[src/rtl/regfile_pkg.sv]
// Shared definitions for the parametrised register file.
//   - rf_state_e : controller states (CLEAR runs the hardware clear, RUN is normal access)
//   - RF_WIDTH / RF_DEPTH : default data width and entry count
//   - rf_aw() : address width derived from the entry count
package regfile_pkg;

  localparam int unsigned RF_WIDTH = 16;
  localparam int unsigned RF_DEPTH = 16;

  typedef enum logic [0:0] {
    CLEAR = 1'b0,
    RUN   = 1'b1
  } rf_state_e;

  // Address width for a given entry count; at least one bit.
  function automatic int unsigned rf_aw(input int unsigned depth);
    return (depth < 32'd2) ? 32'd1 : 32'($clog2(depth));
  endfunction

endpackage

[src/rtl/regfile_rdport.sv]
// One registered read port of the register file.
// Optional macro: REGFILE_BYPASS_EN (forward a same-edge legal write to this port).
// Ports:
//   clk, rst      : clock, synchronous active-high reset (clears q)
//   rd_en         : capture a new operand this edge; otherwise q holds
//   addr          : entry index for this port
//   mem           : storage array owned by the top
//   fwd_en        : a legal write is committing this edge
//   fwd_addr/data : address and data of that write
//   q             : registered operand
module regfile_rdport
  import regfile_pkg::*;
#(
  parameter int unsigned WIDTH    = RF_WIDTH,
  parameter int unsigned DEPTH    = RF_DEPTH,
  parameter int unsigned ZERO_REG = 0,
  parameter int unsigned AW       = rf_aw(RF_DEPTH)
) (
  input  logic             clk,
  input  logic             rst,
  input  logic             rd_en,
  input  logic [AW-1:0]    addr,
  input  logic [WIDTH-1:0] mem [DEPTH],
  input  logic             fwd_en,
  input  logic [AW-1:0]    fwd_addr,
  input  logic [WIDTH-1:0] fwd_data,
  output logic [WIDTH-1:0] q
);

  logic             in_range_c;
  logic             zero_hit_c;
  logic [WIDTH-1:0] rdata_c;

  // Operand select: out-of-range and hardwired-zero reads return 0.
  always_comb begin
    in_range_c = (32'(addr) < DEPTH);
    zero_hit_c = (ZERO_REG != 0) && (addr == '0);
    rdata_c    = '0;
    if (in_range_c && !zero_hit_c) begin
      rdata_c = mem[addr];
    end
`ifdef REGFILE_BYPASS_EN
    // fwd_en already excludes dropped writes, so no range/zero recheck here.
    if (fwd_en && (fwd_addr == addr)) begin
      rdata_c = fwd_data;
    end
`endif
  end

`ifndef REGFILE_BYPASS_EN
  logic unused_fwd;
  assign unused_fwd = ^{fwd_en, fwd_addr, fwd_data};
`endif

  // Output register with hold.
  always_ff @(posedge clk) begin
    if (rst) begin
      q <= '0;
    end else if (rd_en) begin
      q <= rdata_c;
    end
  end

endmodule

[src/rtl/regfile_param.sv]
// Parametrised two-read, one-write register file with hardware clear.
// Optional macro: REGFILE_BYPASS_EN (same-edge write-to-read forwarding).
// Ports:
//   clk, rst          : clock, synchronous active-high reset (restarts the clear)
//   reg_write         : write enable
//   write_addr        : write entry index
//   data_in           : write data
//   reg_read          : read enable for both ports
//   a_addr, b_addr    : read entry indices
//   a, b              : registered operands (1-cycle latency)
//   busy              : high during reset and the clear sequence
module regfile_param
  import regfile_pkg::*;
#(
  parameter  int unsigned WIDTH    = RF_WIDTH,
  parameter  int unsigned DEPTH    = RF_DEPTH,
  parameter  int unsigned ZERO_REG = 0,
  localparam int unsigned AW       = rf_aw(DEPTH)
) (
  input  logic             clk,
  input  logic             rst,
  input  logic             reg_write,
  input  logic [AW-1:0]    write_addr,
  input  logic [WIDTH-1:0] data_in,
  input  logic             reg_read,
  input  logic [AW-1:0]    a_addr,
  input  logic [AW-1:0]    b_addr,
  output logic [WIDTH-1:0] a,
  output logic [WIDTH-1:0] b,
  output logic             busy
);

  rf_state_e        state_q, state_d;
  logic [AW-1:0]    clr_cnt_q, clr_cnt_d;
  logic             busy_q, busy_d;

  logic [WIDTH-1:0] mem [DEPTH];

  logic             wr_legal_c;
  logic             we_c;
  logic [AW-1:0]    waddr_c;
  logic [WIDTH-1:0] wdata_c;
  logic             rd_en_c;

  // Next-state and storage write-port control.
  always_comb begin
    state_d    = state_q;
    clr_cnt_d  = clr_cnt_q;
    busy_d     = busy_q;
    we_c       = 1'b0;
    waddr_c    = write_addr;
    wdata_c    = data_in;
    rd_en_c    = 1'b0;
    wr_legal_c = reg_write && (state_q == RUN) && (32'(write_addr) < DEPTH)
                 && !((ZERO_REG != 0) && (write_addr == '0));

    unique case (state_q)
      CLEAR: begin
        // Clear walks entries 0..DEPTH-1; host accesses are ignored.
        we_c    = 1'b1;
        waddr_c = clr_cnt_q;
        wdata_c = '0;
        busy_d  = 1'b1;
        if (clr_cnt_q == AW'(DEPTH - 1)) begin
          state_d = RUN;
          busy_d  = 1'b0;
        end else begin
          clr_cnt_d = clr_cnt_q + AW'(1);
        end
      end
      RUN: begin
        we_c    = wr_legal_c;
        rd_en_c = reg_read;
        busy_d  = 1'b0;
      end
      default: begin
        state_d = CLEAR;
      end
    endcase
  end

  // Controller state register.
  always_ff @(posedge clk) begin
    if (rst) begin
      state_q   <= CLEAR;
      clr_cnt_q <= '0;
      busy_q    <= 1'b1;
    end else begin
      state_q   <= state_d;
      clr_cnt_q <= clr_cnt_d;
      busy_q    <= busy_d;
    end
  end

  // Storage: single write port, no reset (the clear sequence zeroes it).
  always_ff @(posedge clk) begin
    if (!rst && we_c) begin
      mem[waddr_c] <= wdata_c;
    end
  end

  assign busy = busy_q;

  regfile_rdport #(
    .WIDTH    (WIDTH),
    .DEPTH    (DEPTH),
    .ZERO_REG (ZERO_REG),
    .AW       (AW)
  ) u_rd_a (
    .clk      (clk),
    .rst      (rst),
    .rd_en    (rd_en_c),
    .addr     (a_addr),
    .mem      (mem),
    .fwd_en   (wr_legal_c),
    .fwd_addr (write_addr),
    .fwd_data (data_in),
    .q        (a)
  );

  regfile_rdport #(
    .WIDTH    (WIDTH),
    .DEPTH    (DEPTH),
    .ZERO_REG (ZERO_REG),
    .AW       (AW)
  ) u_rd_b (
    .clk      (clk),
    .rst      (rst),
    .rd_en    (rd_en_c),
    .addr     (b_addr),
    .mem      (mem),
    .fwd_en   (wr_legal_c),
    .fwd_addr (write_addr),
    .fwd_data (data_in),
    .q        (b)
  );

endmodule

[config.mk]
export PLATFORM = sky130hd
export DESIGN_NAME = regfile_param
export DESIGN_NICKNAME = d
export VERILOG_FILES = /design/src/rtl/regfile_pkg.sv /design/src/rtl/regfile_rdport.sv /design/src/rtl/regfile_param.sv
export SDC_FILE = /design/constraint.sdc
export NUM_CORES = 1
export LEC_CHECK = 0
export BUFFER_PORTS_ARGS = -buffer_cell sky130_fd_sc_hd__buf_2
export CAP_MARGIN = 20
export CORE_ASPECT_RATIO = 0.5
export CORE_MARGIN = 5
export CORE_UTILIZATION = 30
export DETAILED_ROUTE_END_ITERATION = 8
export HOLD_SLACK_MARGIN = 0.05
export PLACE_DENSITY = 0.56
export REMOVE_ABC_BUFFERS = 1
export SYNTH_ARGS = -nofsm -noshare
export SYNTH_HDL_FRONTEND = slang
export SYNTH_SLANG_ARGS = --single-unit
[constraint.sdc]
create_clock -name clk -period 4.1 [get_ports clk]
set_input_delay 0.205 -clock clk [delete_from_list [all_inputs] [get_ports clk]]
set_output_delay 0.205 -clock clk [all_outputs]
set_load 0.02 [all_outputs]
# [After elaboration in Yosys (flattened, before gate mapping)]
# Index checks and enable logic that the tools add are counted.
[word_totals] regBits=294 wordCells=54 out_inout_bits=33
[classes] bitwise=5 n_addsub=1 reduce_logical=5 eq_ne=1 order_cmp=4 n_mux=17
[ops] operator="bitwise mux 256 bit" count=1
[ops] operator="binary-select mux 16 bit (select 4 bit)" count=2
[ops] operator="2-to-1 mux 16 bit" count=6
[ops] operator="demux 16 bit (select 4 bit)" count=1
[ops] operator=">= comparator 5 bit, second input constant" count=3
[ops] operator="NOT 4 -> 5 bit" count=3
[ops] operator="< comparator 5 x 1 -> 1 bit, second input constant" count=1
[ops] operator="adder 4 x 1 -> 4 bit, second input constant" count=1
[ops] operator="equality test 4 bit, second input constant" count=1
[ops] operator="2-to-1 mux 1 bit" count=4
[ops] operator="2-to-1 mux 4 bit" count=1
[ops] operator="case mux 1 bit (2 select lines)" count=2
[ops] operator="logical AND 1 bit" count=3
[ops] operator="NOT 1 bit" count=2
[ops] operator="AND reduction 2 bit" count=1
[ops] operator="zero test 1 bit" count=1

# [Logic depth before layout (Yosys ltp)]
[depth] word_depth=7 depth_mapped=8

# [By module]
# From an unflattened synthesis, not the netlist that was laid out.
[hier_totals] hier_cells=989 hier_area_um2=13783.2
[by_module_without_submodules] module="regfile_param" cells_each=335 n_inst=1 area_per_inst_um2=8290.5 seq_area_each_um2=7807.5
[by_module_without_submodules] module="regfile_rdport" cells_each=327 n_inst=2 area_per_inst_um2=2746.4 seq_area_each_um2=320.3

# [Worst setup path before layout]
# Ideal clock, no wire load.
[synth_timing] path_kind="reg-to-reg" start="register state_q" end="register mem[112] (netlist name), enable pin" slack_ns=1.780 arrival_time_ns=1.932 path_stages_with_launch=6 path_buffers=1 period_less_slack_ns=2.320 t_required_ns=3.712 cell_sequence="dfxtp_1 > clkbuf_1 > mux2i_1 > nor2b_1 > nand2_1 > nor2_1"
[synth_between] elab_chain_cells=3
[synth_lines] item="from (decl)" line="regfile_param.sv:33" rtl="rf_state_e state_q, state_d;"
[synth_lines] item="from (signal assigned)" line="regfile_param.sv:89" rtl="state_q <= state_d;"
[synth_lines] item="logical AND 1 bit / NOT 1 bit (equally long branches)"
[synth_lines] item="case mux 1 bit (2 select lines) (*)" line="regfile_param.sv:57" rtl="unique case (state_q)"
[synth_lines] item="logical AND 1 bit (*)" line="regfile_param.sv:97" rtl="if (!rst && we_c) begin"
[synth_lines] item="to (signal, indexed assignment)" line="regfile_param.sv:98" rtl="mem[waddr_c] <= wdata_c;"
[synth_lines] item="to (decl)" line="regfile_param.sv:37" rtl="logic [WIDTH-1:0] mem [DEPTH];"
# Mark *: on every way between the ends. The rest lies on a longest branch, timed or not.
# A chain may end at the register's enable or synchronous reset.

# [Worst setup path after layout]
# Ends and elaborated chain as after synthesis.

==> qor.csv <==
metric;value;unit
status;finished, final reports clean;
fmax;387;MHz
netlist_area;13500;sq um
crit_type;reg -> reg;
rows;54;
post_cts_buffers;0;
final_hold_viol_count;0;
track_usage;14.8;%
drive_above_1_share;25.2;%
hold_class;in -> reg;
relSlewSlack;27.8;%
top_usage_layer;met2;
ctsResizeCount;0;
dpl.hpwl;23.2;mm
arrival;2.75;ns
r2r-start;state_q$_SDFF_PP0_;
cts-root-buf;clkbuf_16;
post_drt_wl_per_cell;25.9;microns
reg2reg_to;mem[112]$_DFFE_PP_;
rsz0062_at_grt;false;
drv_slew;0;
pwr_density_cell;412;nW/um^2
diodes;0;
post-route-period-util;63.0;%
synth_area_per_cell;17.7;sq um
hold_depth;3;
holdCritStartpoint;b_addr[1];
die-area;49500;sq um
r2r_setup_slack;1.52;ns
fin_crit;2.58;ns
fin_nets;858;
ys_seq_area_share;62.7;%
cts-buffers-inserted;30;
numClockSinks;294;
synth_warnings;0;
gr-usage-met1;20.5;%
layout_common_cells;edfxtp_1, mux2i_1, buf_2, mux4_1, dfxtp_1;
antenna_found_initial;1;
clk_pin_slew;0.06;ns
grt_max_degree;41;
ctsHtreeMaxLevel;1;
leakagePower;5.73;nW
whs;0.156;ns
clkLatencyLatePin;0.56;ns
design.core.area;44000;sq um
ios;65;
grt_first_pass_wirelength;54.7;mm
first_iter_violations;626;
gp_congestion;0.784;
grt_pass1_vias;8033;
die_width;310;microns
fin_setup_tns;0;ns
worst_pin_slew;1.08;ns
port_buffers;64;
fin_worst_skew;0.0135;ns
layout_commonest_cell;edfxtp_1;
postRouteAntennaNets;0;
met2_usage;23.8;%
irDropWorstVdd;0.262;mV
synthCells;761;
startpoint;state_q$_SDFF_PP0_;
setup_viol;0;
num_vias;7660;
drt_wl_total;37.3;mm
worst_setup_path_start_kind;flip-flop;
reg2reg_depth;5;
cp.required;4.27;ns
ctsHoldBuffers;1;
cap_violations;0;
endpoint_kind;flip-flop;
clock_path_buffers;3;
met3_usage;3.52;%
drcViolationCount;0;
viasPerCell;5.33;
cts_tree;done;
start_util;30.6;%
synthToLayoutAreaGrowth;15.0;%
holdPathEnd;u_rd_b.q[15]$_SDFFE_PP0P_;
overflow;0;
die_h;160;microns
ys_ff_latch;294;
dr.pass1.iters;5;
critPathMaxFanout;35;
ys_types;35;
metal layers:
metal,part of all wire [%],vias up
li1,-,3324
met1,44,4014
met2,46,268
met3,7.4,52
met4,1.8,2
met5,0.032,-
cells in the mapped netlist:
cell type  count  area (sq um)
mux4_1        60          1580
a32oi_1        2          17.5
a211oi_1       1          7.51
and2_1        18           113
buf_4          2          15.0
ha_1           1          12.5
buf_6         14           158
a21oi_1        3          15.0
inv_1          2          7.51
mux2_2        30           338
o21ai_0       26           130
o22a_1         1          8.76
o21ai_1        6          30.0
a31oi_1        4          25.0
nand2b_1       2          12.5
nor3b_1        1          7.51
mux4_2        34           766
mux2i_1       73           731
nor2_1        25          93.8
nand3_1        1          5.00
xnor2_1        1          8.76
buf_1          4          15.0
a31o_2         1          8.76
dfxtp_1       38           761
nand2_1       36           135
clkbuf_1      37           139
a221oi_1      30           263
buf_2          5          25.0
or2_2          1          6.26
a22oi_1       34           255
nand4bb_1      2          22.5
and4b_1        2          20.0
nor3_1         1          5.00
nor2b_1        7          43.8
edfxtp_1     256          7690
logic make-up (layout without fill, tap and decap cells):
group | Yosys count | after routing | synth area share, %
xor gates and xnor gates | 1 | 1 | 0.0651
DFF | 294 | 294 | 62.7
buffers and inverters | 64 | 151 | 2.67
AOI/OAI and AO/OA | 108 | 108 | 5.65
adders and majority gates | 1 | 1 | 0.0929
and+or+nand+nor | 96 | 96 | 3.45
muxes | 197 | 197 | 25.3
flip-flops by register name, summed over array words and instances (netlist names):
name,flops
mem,256
u_rd_a.q,16
u_rd_b.q,16
clr_cnt_q,4
busy,1
state_q,1
metrics by stage:
stage	utilization (%)	instances	total power [W]	worst slack (ns)	instance area, sq um
6_report	35.2	1436	0.00638	1.52	15500
5_1_grt	35.2	1436	0.00658	1.40	15500
4_1_cts	35.1	1434	0.00642	1.51	15500
3_5_place_dp	32.9	1378	0.00370	1.53	14500
3_3_place_gp	32.8	1377	0.00370	1.59	14400
2_1_floorplan	-	699	0.00351	1.70	13100
power breakdown:
group	total (W)	switching, W	internal [W]
sequential	0.00326	0.0000142	0.00324
clock	0.00274	0.00111	0.00162
combinational	0.000384	0.000215	0.000169
cell type report:
cell class,count,area [sq um]
Sequential cell,294,8450
Multi-Input combinational cell,403,4690
Clock buffer,43,851
Inverter,2,7.51
Fill cell,4091,28500
Tap cell,588,736
Clock inverter,12,140
Timing Repair Buffer,94,613
critical path: stages, from the launching register on:
cell	delay (ns)
dfxtp_1	0.30
buf_4	0.37
mux2i_1	0.29
nor2b_1	0.19
nand2_1	0.19
nor2_2	0.85
worst max-delay path by stage:
stage	endpoint	slack, ns
5_1_grt	mem[43]$_DFFE_PP_	1.40
4_1_cts	mem[57]$_DFFE_PP_	1.51
3_5_place_dp	mem[55]$_DFFE_PP_	1.53
3_3_place_gp	mem[101]$_DFFE_PP_	1.59
6_report	mem[112]$_DFFE_PP_	1.52
2_1_floorplan	mem[112]$_DFFE_PP_	1.70
Note: power is estimated with default switching activity, not from simulation.
